## src/rtl/basic_block_fifo.sv

```systemverilog
// Regex execution lane: input-PC FIFO feeding a fetch/execute FSM that emits 0-2 successor PCs.
// Optional macro BB_ACCEPT_PARTIAL_EN adds the ACCEPT_PARTIAL opcode and the accept_pc output.
module basic_block_fifo #(
  parameter int PC_WIDTH          = 8,
  parameter int CHARACTER_WIDTH   = 8,
  parameter int INSTR_DATA_WIDTH  = 8,
  parameter int MEMORY_WIDTH      = 16,
  parameter int MEMORY_ADDR_WIDTH = 11,
  parameter int FIFO_DEPTH        = 4
) (
  input  logic                         clk,
  input  logic                         reset,
  input  logic [CHARACTER_WIDTH-1:0]   current_character,
  input  logic                         input_pc_valid,
  input  logic [PC_WIDTH-1:0]          input_pc,
  output logic                         input_pc_ready,
  output logic                         memory_valid,
  output logic [MEMORY_ADDR_WIDTH-1:0] memory_addr,
  input  logic                         memory_ready,
  input  logic                         memory_rsp_valid,
  input  logic [MEMORY_WIDTH-1:0]      memory_data,
  output logic                         output_pc_valid,
  output logic [PC_WIDTH-1:0]          output_pc,
  output logic                         output_pc_is_directed_to_current,
  input  logic                         output_pc_ready,
  output logic                         accepts,
`ifdef BB_ACCEPT_PARTIAL_EN
  output logic [PC_WIDTH-1:0]          accept_pc,
`endif
  output logic                         idle,
  output logic [$clog2(FIFO_DEPTH):0]  fifo_count
);

  // state        | meaning
  // S_IDLE       | waiting for a PC in the FIFO; pops it on entry of work
  // S_FETCH_SEND | instruction request presented to memory
  // S_FETCH_WAIT | request accepted, waiting for the response strobe
  // S_EXEC_1     | opcode evaluated, first successor (if any) offered
  // S_EXEC_2     | SPLIT only: second successor offered
  localparam int AW = $clog2(FIFO_DEPTH);
  localparam int CW = AW + 1;

  localparam logic [7:0] OP_END_WITHOUT_ACCEPTING = 8'd0;
  localparam logic [7:0] OP_ACCEPT                = 8'd1;
  localparam logic [7:0] OP_SPLIT                 = 8'd2;
  localparam logic [7:0] OP_MATCH                 = 8'd3;
  localparam logic [7:0] OP_JMP                   = 8'd4;
  localparam logic [7:0] OP_NOT_MATCH             = 8'd5;
  localparam logic [7:0] OP_MATCH_ANY             = 8'd6;
`ifdef BB_ACCEPT_PARTIAL_EN
  localparam logic [7:0] OP_ACCEPT_PARTIAL        = 8'd7;
`endif

  typedef enum logic [2:0] {
    S_IDLE,
    S_FETCH_SEND,
    S_FETCH_WAIT,
    S_EXEC_1,
    S_EXEC_2
  } state_t;

  state_t state, state_next;

  logic [PC_WIDTH-1:0]         fifo_mem [FIFO_DEPTH];
  logic [AW-1:0]               wr_ptr, rd_ptr;
  logic [CW-1:0]               count;
  logic                        push, pop;

  logic [PC_WIDTH-1:0]         cur_pc;
  logic [7:0]                  instr_op;
  logic [INSTR_DATA_WIDTH-1:0] instr_data;
  logic [PC_WIDTH-1:0]         pc_inc;
  logic                        char_eq, char_zero;

  assign input_pc_ready = (count != CW'(FIFO_DEPTH));
  assign push           = input_pc_valid && input_pc_ready;
  assign pop            = (state == S_IDLE) && (count != '0);
  assign fifo_count     = count;
  assign idle           = (state == S_IDLE) && (count == '0);
  assign memory_addr    = MEMORY_ADDR_WIDTH'(cur_pc);
  assign pc_inc         = cur_pc + PC_WIDTH'(1);
  assign char_eq        = (current_character == instr_data[CHARACTER_WIDTH-1:0]);
  assign char_zero      = (current_character == '0);
`ifdef BB_ACCEPT_PARTIAL_EN
  assign accept_pc      = cur_pc;
`endif

  always_ff @(posedge clk) begin
    if (reset) begin
      wr_ptr <= '0;
      rd_ptr <= '0;
      count  <= '0;
    end else begin
      if (push) begin
        fifo_mem[wr_ptr] <= input_pc;
        wr_ptr           <= wr_ptr + AW'(1);
      end
      if (pop) rd_ptr <= rd_ptr + AW'(1);
      if (push && !pop)      count <= count + CW'(1);
      else if (!push && pop) count <= count - CW'(1);
    end
  end

  always_ff @(posedge clk) begin
    if (reset) begin
      state      <= S_IDLE;
      cur_pc     <= '0;
      instr_op   <= OP_END_WITHOUT_ACCEPTING;
      instr_data <= '0;
    end else begin
      state <= state_next;
      if (pop) cur_pc <= fifo_mem[rd_ptr];
      if (state == S_FETCH_WAIT && memory_rsp_valid) begin
        instr_op   <= memory_data[INSTR_DATA_WIDTH+7:INSTR_DATA_WIDTH];
        instr_data <= memory_data[INSTR_DATA_WIDTH-1:0];
      end
    end
  end

  always_comb begin
    state_next                       = state;
    memory_valid                     = 1'b0;
    output_pc_valid                  = 1'b0;
    output_pc                        = '0;
    output_pc_is_directed_to_current = 1'b0;
    accepts                          = 1'b0;
    case (state)
      S_IDLE:       if (count != '0) state_next = S_FETCH_SEND;
      S_FETCH_SEND: begin
        memory_valid = 1'b1;
        if (memory_ready) state_next = S_FETCH_WAIT;
      end
      S_FETCH_WAIT: if (memory_rsp_valid) state_next = S_EXEC_1;
      S_EXEC_1: begin
        state_next = S_IDLE;
        case (instr_op)
          OP_ACCEPT: accepts = char_zero;
`ifdef BB_ACCEPT_PARTIAL_EN
          OP_ACCEPT_PARTIAL: accepts = 1'b1;
`endif
          OP_SPLIT: begin
            output_pc_valid                  = 1'b1;
            output_pc                        = pc_inc;
            output_pc_is_directed_to_current = 1'b1;
            state_next                       = S_EXEC_2;
          end
          OP_MATCH: begin
            output_pc_valid = char_eq;
            output_pc       = pc_inc;
          end
          OP_NOT_MATCH: begin
            output_pc_valid = !char_eq;
            output_pc       = pc_inc;
          end
          OP_MATCH_ANY: begin
            output_pc_valid = !char_zero;
            output_pc       = pc_inc;
          end
          OP_JMP: begin
            output_pc_valid                  = 1'b1;
            output_pc                        = instr_data[PC_WIDTH-1:0];
            output_pc_is_directed_to_current = 1'b1;
          end
          default: ;
        endcase
        // Hold the whole decision while the offered PC is back-pressured.
        if (output_pc_valid && !output_pc_ready) state_next = S_EXEC_1;
      end
      S_EXEC_2: begin
        output_pc_valid                  = 1'b1;
        output_pc                        = instr_data[PC_WIDTH-1:0];
        output_pc_is_directed_to_current = 1'b1;
        if (output_pc_ready) state_next = S_IDLE;
      end
      default: state_next = S_IDLE;
    endcase
  end

endmodule
```

## config.mk

```make
export PLATFORM = sky130hd
export DESIGN_NAME = basic_block_fifo
export DESIGN_NICKNAME = d
export VERILOG_FILES = /design/src/rtl/basic_block_fifo.sv
export SDC_FILE = /design/constraint.sdc
export NUM_CORES = 1
export LEC_CHECK = 0
export ABC_AREA = 1
export BUFFER_PORTS_ARGS = -buffer_cell sky130_fd_sc_hd__buf_2
export CORE_UTILIZATION = 45
export CTS_CLUSTER_SIZE = 12
export DETAILED_ROUTE_END_ITERATION = 8
export PLACE_DENSITY_LB_ADDON = 0.3
export SYNTH_ARGS = -nofsm -noshare
export SYNTH_HDL_FRONTEND = slang
export SYNTH_SLANG_ARGS = --single-unit
```

## constraint.sdc

```tcl
create_clock -name clk -period 1.7 [get_ports clk]
set_input_delay 0.17 -clock clk [delete_from_list [all_inputs] [get_ports clk]]
set_output_delay 0.17 -clock clk [all_outputs]
set_load 0.005 [all_outputs]
```

* Yosys cells after proc, flatten, opt, wreduce, memory -nomap -nowiden
Memory sizes are Yosys's and may differ from the RTL's. A register that Yosys moved wholly into a read port is not among the register bits.
Index checks and enable logic that the tools add are counted.
** Word-level totals
- Memory bits (writable) :: 32
- Register bits after elaboration :: 26
- Bits of input ports :: 38
- Word-level logic and storage cells :: 70
- Memories kept :: 1
** Memory list
- fifo_mem :: depth 4, width 8, rd ports 1, clocked after memory_dff 1, write ports 1, line 64 : logic [PC_WIDTH-1:0] fifo_mem [FIFO_DEPTH];
** Cells by class
- $add $sub $neg :: 5
- Muxes and demuxes :: 22
- Equality and inequality tests :: 16
- Reductions and logical operators :: 20
** Operators by type and width (count)
- $pmux 8 s2 :: 2
- $eq 8x3->1 const B :: 3
- $mux 3 :: 8
- $eq 8x2->1 const B :: 2
- $pmux 3 s5 :: 1
- $add 8x1->8 const B :: 1
- $eq 8x1->1 const B :: 1
- $eq 8x8->1 :: 1
- $logic_not 8->1 :: 1
- $mux 1 :: 8
- $logic_and 1x1->1 :: 7
- $eq 3x2->1 const B :: 2
- $logic_not 3->1 :: 2
- $ne 2x2->1 const B :: 3
- $logic_not 1->1 :: 5
- $add 2x1->2 const B :: 2
- $pmux 1 s2 :: 2
- $pmux 1 s4 :: 1
- $reduce_and 4->1 :: 1
- $reduce_or 4->1 :: 1
- $add 3x1->3 const B :: 1
- $eq 3x1->1 const B :: 1
- $eq 3x3->1 const B :: 1
- $ne 3x3->1 const B :: 1
- 5 further kinds :: 5

* Depth between registers and ports, before layout
- Depth after elaboration :: 7
- Gate-level depth with buffers :: 12
- Depth with buffers taken out :: 12

* Worst setup path before layout
No wires, ideal clock.
- Path kind :: flip-flop to flip-flop
- Start point :: reg count[0], in the netlist fifo_count[0]
- End point :: reg count[2], in the netlist fifo_count[2]
- Data arrival time :: 1.707 ns
- Setup time :: 0.122 ns
- Period minus slack after synthesis :: 1.829 ns
- Cell stages (with the launch flop) :: 12
- Setup slack :: -0.129 ns
- Cell sequence :: dfxtp_1 -> inv_1 -> nand3_1 -> nand2_1 -> inv_1 -> ha_1 -> inv_1 -> fa_1 -> a21oi_1 -> o21ai_0 -> o21ai_0 -> a21oi_1
** On the way
- Longest elaborated chain between the ends :: 5
** RTL lines
- start, declared :: line 66 : logic [CW-1:0] count;
- start signal, assigned :: line 99 : if (push && !pop) count <= count + CW'(1);
- start signal, assigned :: line 100 : else if (!push && pop) count <= count - CW'(1);
- $ne 3x3->1 * :: line 75 : assign input_pc_ready = (count != CW'(FIFO_DEPTH));
- named net input_pc_ready :: line 16 : output logic input_pc_ready,
- $logic_and 1x1->1 * :: line 76 : assign push = input_pc_valid && input_pc_ready;
- named net push :: line 67 : logic push, pop;
- $logic_not 1->1 :: line 100
- $logic_and 1x1->1 :: line 100
- $reduce_bool 2->1 (no source line)
Mark *: on every way through the listed nets, which the timed path passes. The rest lies on a longest branch. The select of a mux whose other input is x is not followed.
A chain may end at the register's enable or synchronous reset.

* Worst setup path after layout
- Start point :: reg instr_op[3]
- End point :: out output_pc[7]
** On the way
- Longest elaborated chain between the ends :: 4
** RTL lines
- start, declared :: line 70 : logic [7:0] instr_op;
- start signal, assigned :: line 114 : instr_op <= memory_data[INSTR_DATA_WIDTH+7:INSTR_DATA_WIDTH];
- $eq 8x2->1 / $eq 8x3->1 (equally long branches) :: line 136 : case (instr_op)
- $reduce_or 4->1 (no source line)
- $pmux 8 s2 * :: line 136
- $pmux 8 s2 * :: line 127 : case (state)
- end, declared :: line 23 : output logic [PC_WIDTH-1:0] output_pc,
Mark *: on every way between the ends. The rest lies on a longest branch, timed or not.

==> summary.txt <==
Status
  • Status: finished, violations left
  • Failing checks: negative setup slack

Place
  • Hpwl dp: 5403 microns
  • RePlAce Congestion: 0.8920
  • I/O Buffers: 62
  • Post-Place Cells: 550

GRT
  • First-pass GRT wire length: 12530 microns
  • GRT overflow: 0
  • Vias in the first global route: 2807
  • Initial antenna violation count: 0
  • Pin count of the biggest net entering global routing: 33
  • Overall routing resource usage: 0.2243

Logic synthesis
  • Post-Syn Area per Cell: 8.509 sq um
  • Distinct cell type count after synthesis: 36
  • Post-synth EDFFs: 32
  • Primary FF master, synth: dfxtp_1
  • Seq cells post-synth: 66
  • Register area share after synthesis: 0.5131
  • Yosys warns: 0
  • Syn Inst Count: 376
  • Post-Syn Area: 0.003199 sq mm
  • Fraction of registers with async set/reset: 0

Min path
  • Min-Delay Endpoint: fifo_mem[1][6]
  • Worst Hold Class: in2reg
  • Hold_sp: input_pc[6]
  • Hold Path Stages: 1

Clock tree
  • Htree depth: 3
  • CTS tree: yes
  • CTS root buffer: clkbuf_8
  • CTS Hold Bufs: 0
  • Clock-pin transition on the worst setup and hold timing paths: 0.08 ns
  • CTS max path bufs: 2
  • Clk Latency, worst-skew pair: 0.35 ns
  • Cts bufs inserted: 9
  • CTS Sinks: 66

Finish
  • Diodes inserted: 0
  • Fin cells: 582
  • Final nets: 526
  • Fill count: 578
  • Share of post-route cells with drive strength above 1: 0.4095
  • Area Overhead vs Synth: 36.37%

Setup path
  • Startpoint Class: flip-flop
  • R2r startpoint: state[0]
  • Critical path endpoint category: output pin
  • Reg2Reg Setup Slack: -0.03 ns
  • CP arrival: 1.84 ns
  • Critical R2R Capture: fifo_count[2]
  • Crit Path Max Fanout: 4
  • Crit path from: instr_op[3]
  • Setup CP Type: reg2out
  • CP required: 1.53 ns
  • Worst Reg-to-Reg Cells: 12

Power and ir drop
  • P_leak: 1.864 nW
  • Clock power share: 0.221
  • Peak VDD IR: 0.7251 mV
  • Net load switching power: 2.365 mW
  • Final Power: 6.112 mW
  • Cell internal pwr: 3.747 mW
  • Pwr/cell area: 1401 mW/mm^2
  • Sw frac: 0.3870
  • Reg power frac: 0.348
  • Logic pwr share: 0.430

Die
  • I/O pins: 66
  • Die footprint: 0.007451 sq mm
  • CORE AREA: 0.006832 sq mm
  • Num rows: 30
  • Die H: 86.32 microns
  • Die Wd: 86.32 microns
  • Initial Util: 0.4683

Routing
  • Drt pass-1 iters: 4
  • DRC: 0
  • Routed vias/inst: 5.091
  • Routed WL: 8417 microns
  • Iter 0 DRT Violations: 116
  • Wire per inst: 14.46 microns
  • Via Count: 2963
  • Routed Antenna Nets: 0

Timing
  • Final worst slack: -0.3108 ns
  • WHS: 0.02950 ns
  • Hold Vio Cnt, Final: 0
  • Final Setup Violations: 12
  • Pins Over Slew Limit: 0
  • Fin Setup TNS: -2.254 ns
  • Clock skew: 0.01202 ns
  • Max Freq: 0.4973 GHz
  • RSZ-0062 raised after global routing: yes
  • Final worst-path cycle share: 1.183
  • Crit path time final: 2.011 ns

Run
  • Max cap viols: 0
## registers in the layout (all words and copies together), names as in the netlist
register    count
instr_op        8
wr_ptr          2
fifo_mem       32
rd_ptr          2
state           3
fifo_count      3
cur_pc          8
instr_data      8
## kinds of logic after synthesis
kind of cell | Yosys count | synth area share
compound gates | 94 | 0.1564
simple gates | 134 | 0.1909
xor+xnor | 10 | 0.02738
buf+inv | 64 | 0.08135
flops | 66 | 0.5131
fa+ha+maj | 7 | 0.02972
other cells | 1 | 0.001172
## synthesized netlist by cell type, types with 2 or more instances
library cell,number,area [sq um]
o21ai_0,49,245.2
edfxtp_1,32,960.9
xor2_1,2,17.52
buf_4,4,30.03
nor3_1,4,20.02
inv_2,8,30.03
inv_1,41,153.9
o32ai_1,2,17.52
nor2_2,4,25.02
o22ai_1,4,25.02
a31oi_1,8,50.05
dfxtp_1,34,680.7
buf_2,4,20.02
xnor2_1,8,70.07
a21oi_2,2,17.52
a21oi_1,28,140.1
nand2_2,6,37.54
clkbuf_1,5,18.77
nor2_1,61,229.0
ha_1,6,75.07
nand3_1,11,55.05
nand2_1,39,146.4
## what timing repair did
item / 4_1_cts / 5_1_grt
setup endpoints to repair: 13 / 13
setup buffers: 10 / 8
hold endpoints to repair: 0 / 0
resized for setup: 33 / 42
pin swaps: 8 / 14
## through the flow
step | cell area [sq um] | setup slack, ns | util
3_3_place_gp | 3787 | 0.01764 | 0.5544
4_1_cts | 4177 | -0.2517 | 0.6114
5_1_grt | 4363 | -0.3447 | 0.6386
6_report | 4363 | -0.3108 | 0.6386
3_5_place_dp | 3787 | -0.06767 | 0.5544
2_1_floorplan | 3219 | 0.004252 | -
## layout by cell type, fill, tap and decap left out, types with 7 or more instances in the layout
cell type  count
buf_2         62
buf_4         39
nand2_4        7
nand2_1       34
clkbuf_8       9
a31oi_1        8
o21ai_0       43
inv_2         18
a21oi_1       27
inv_1         30
nor2_1        58
edfxtp_1      32
dfxtp_2       14
dfxtp_1       20
nand3_1        8
## area by class of cell
type / instances / area [sq um] / share of cell area
inverters: 50 / 190.2 / 0.04359
clock inverters: 7 / 77.57 / 0.01778
multi-input cells: 248 / 1533 / 0.3513
flip-flops and latches: 66 / 1659 / 0.3803
repair buffers: 106 / 659.4 / 0.1511
well taps: 96 / 120.1 / 0.02753
clock buffers: 9 / 123.9 / 0.02839
## metal layers
layer  part of all wire  track usage  vias up
met5                  0            0        -
met1               0.39       0.2571     1374
met3              0.059      0.03810       30
li1                   -            -     1453
met2               0.51       0.3968      106
met4              0.038       0.1258        0
## power groups by stage
| stage | clock network [mW] | logic, mW | registers [mW] |
|---|---|---|---|
| floorplan | 0 | 1.31 | 2.15 |
| global placement | 0 | 2.04 | 2.12 |
| detailed placement | 0 | 2.10 | 2.13 |
| CTS | 1.38 | 2.32 | 2.12 |
| global route | 1.43 | 2.88 | 2.16 |
| finish | 1.35 | 2.63 | 2.13 |
## how the worst max path moves through the flow
stage	depth (start not counted)	endpoint	slack (ns)
CTS	7	output_pc[0]	-0.25
global route	9	output_pc[7]	-0.34
finish	9	output_pc[7]	-0.31
detailed placement	11	fifo_count[2]	-0.07
global placement	10	fifo_count[2]	0.02
floorplan	11	fifo_count[2]	0.004
## critical path, stage by stage (launching register included)
cell      delay (ns)
dfxtp_2         0.35
inv_2           0.08
nand2_4         0.06
inv_1           0.10
nand2_2         0.10
a21oi_4         0.15
nand3b_4        0.17
nand2_4         0.08
o32ai_2         0.24
buf_2           0.16
No activity file was read; power rests on OpenSTA's default activity.
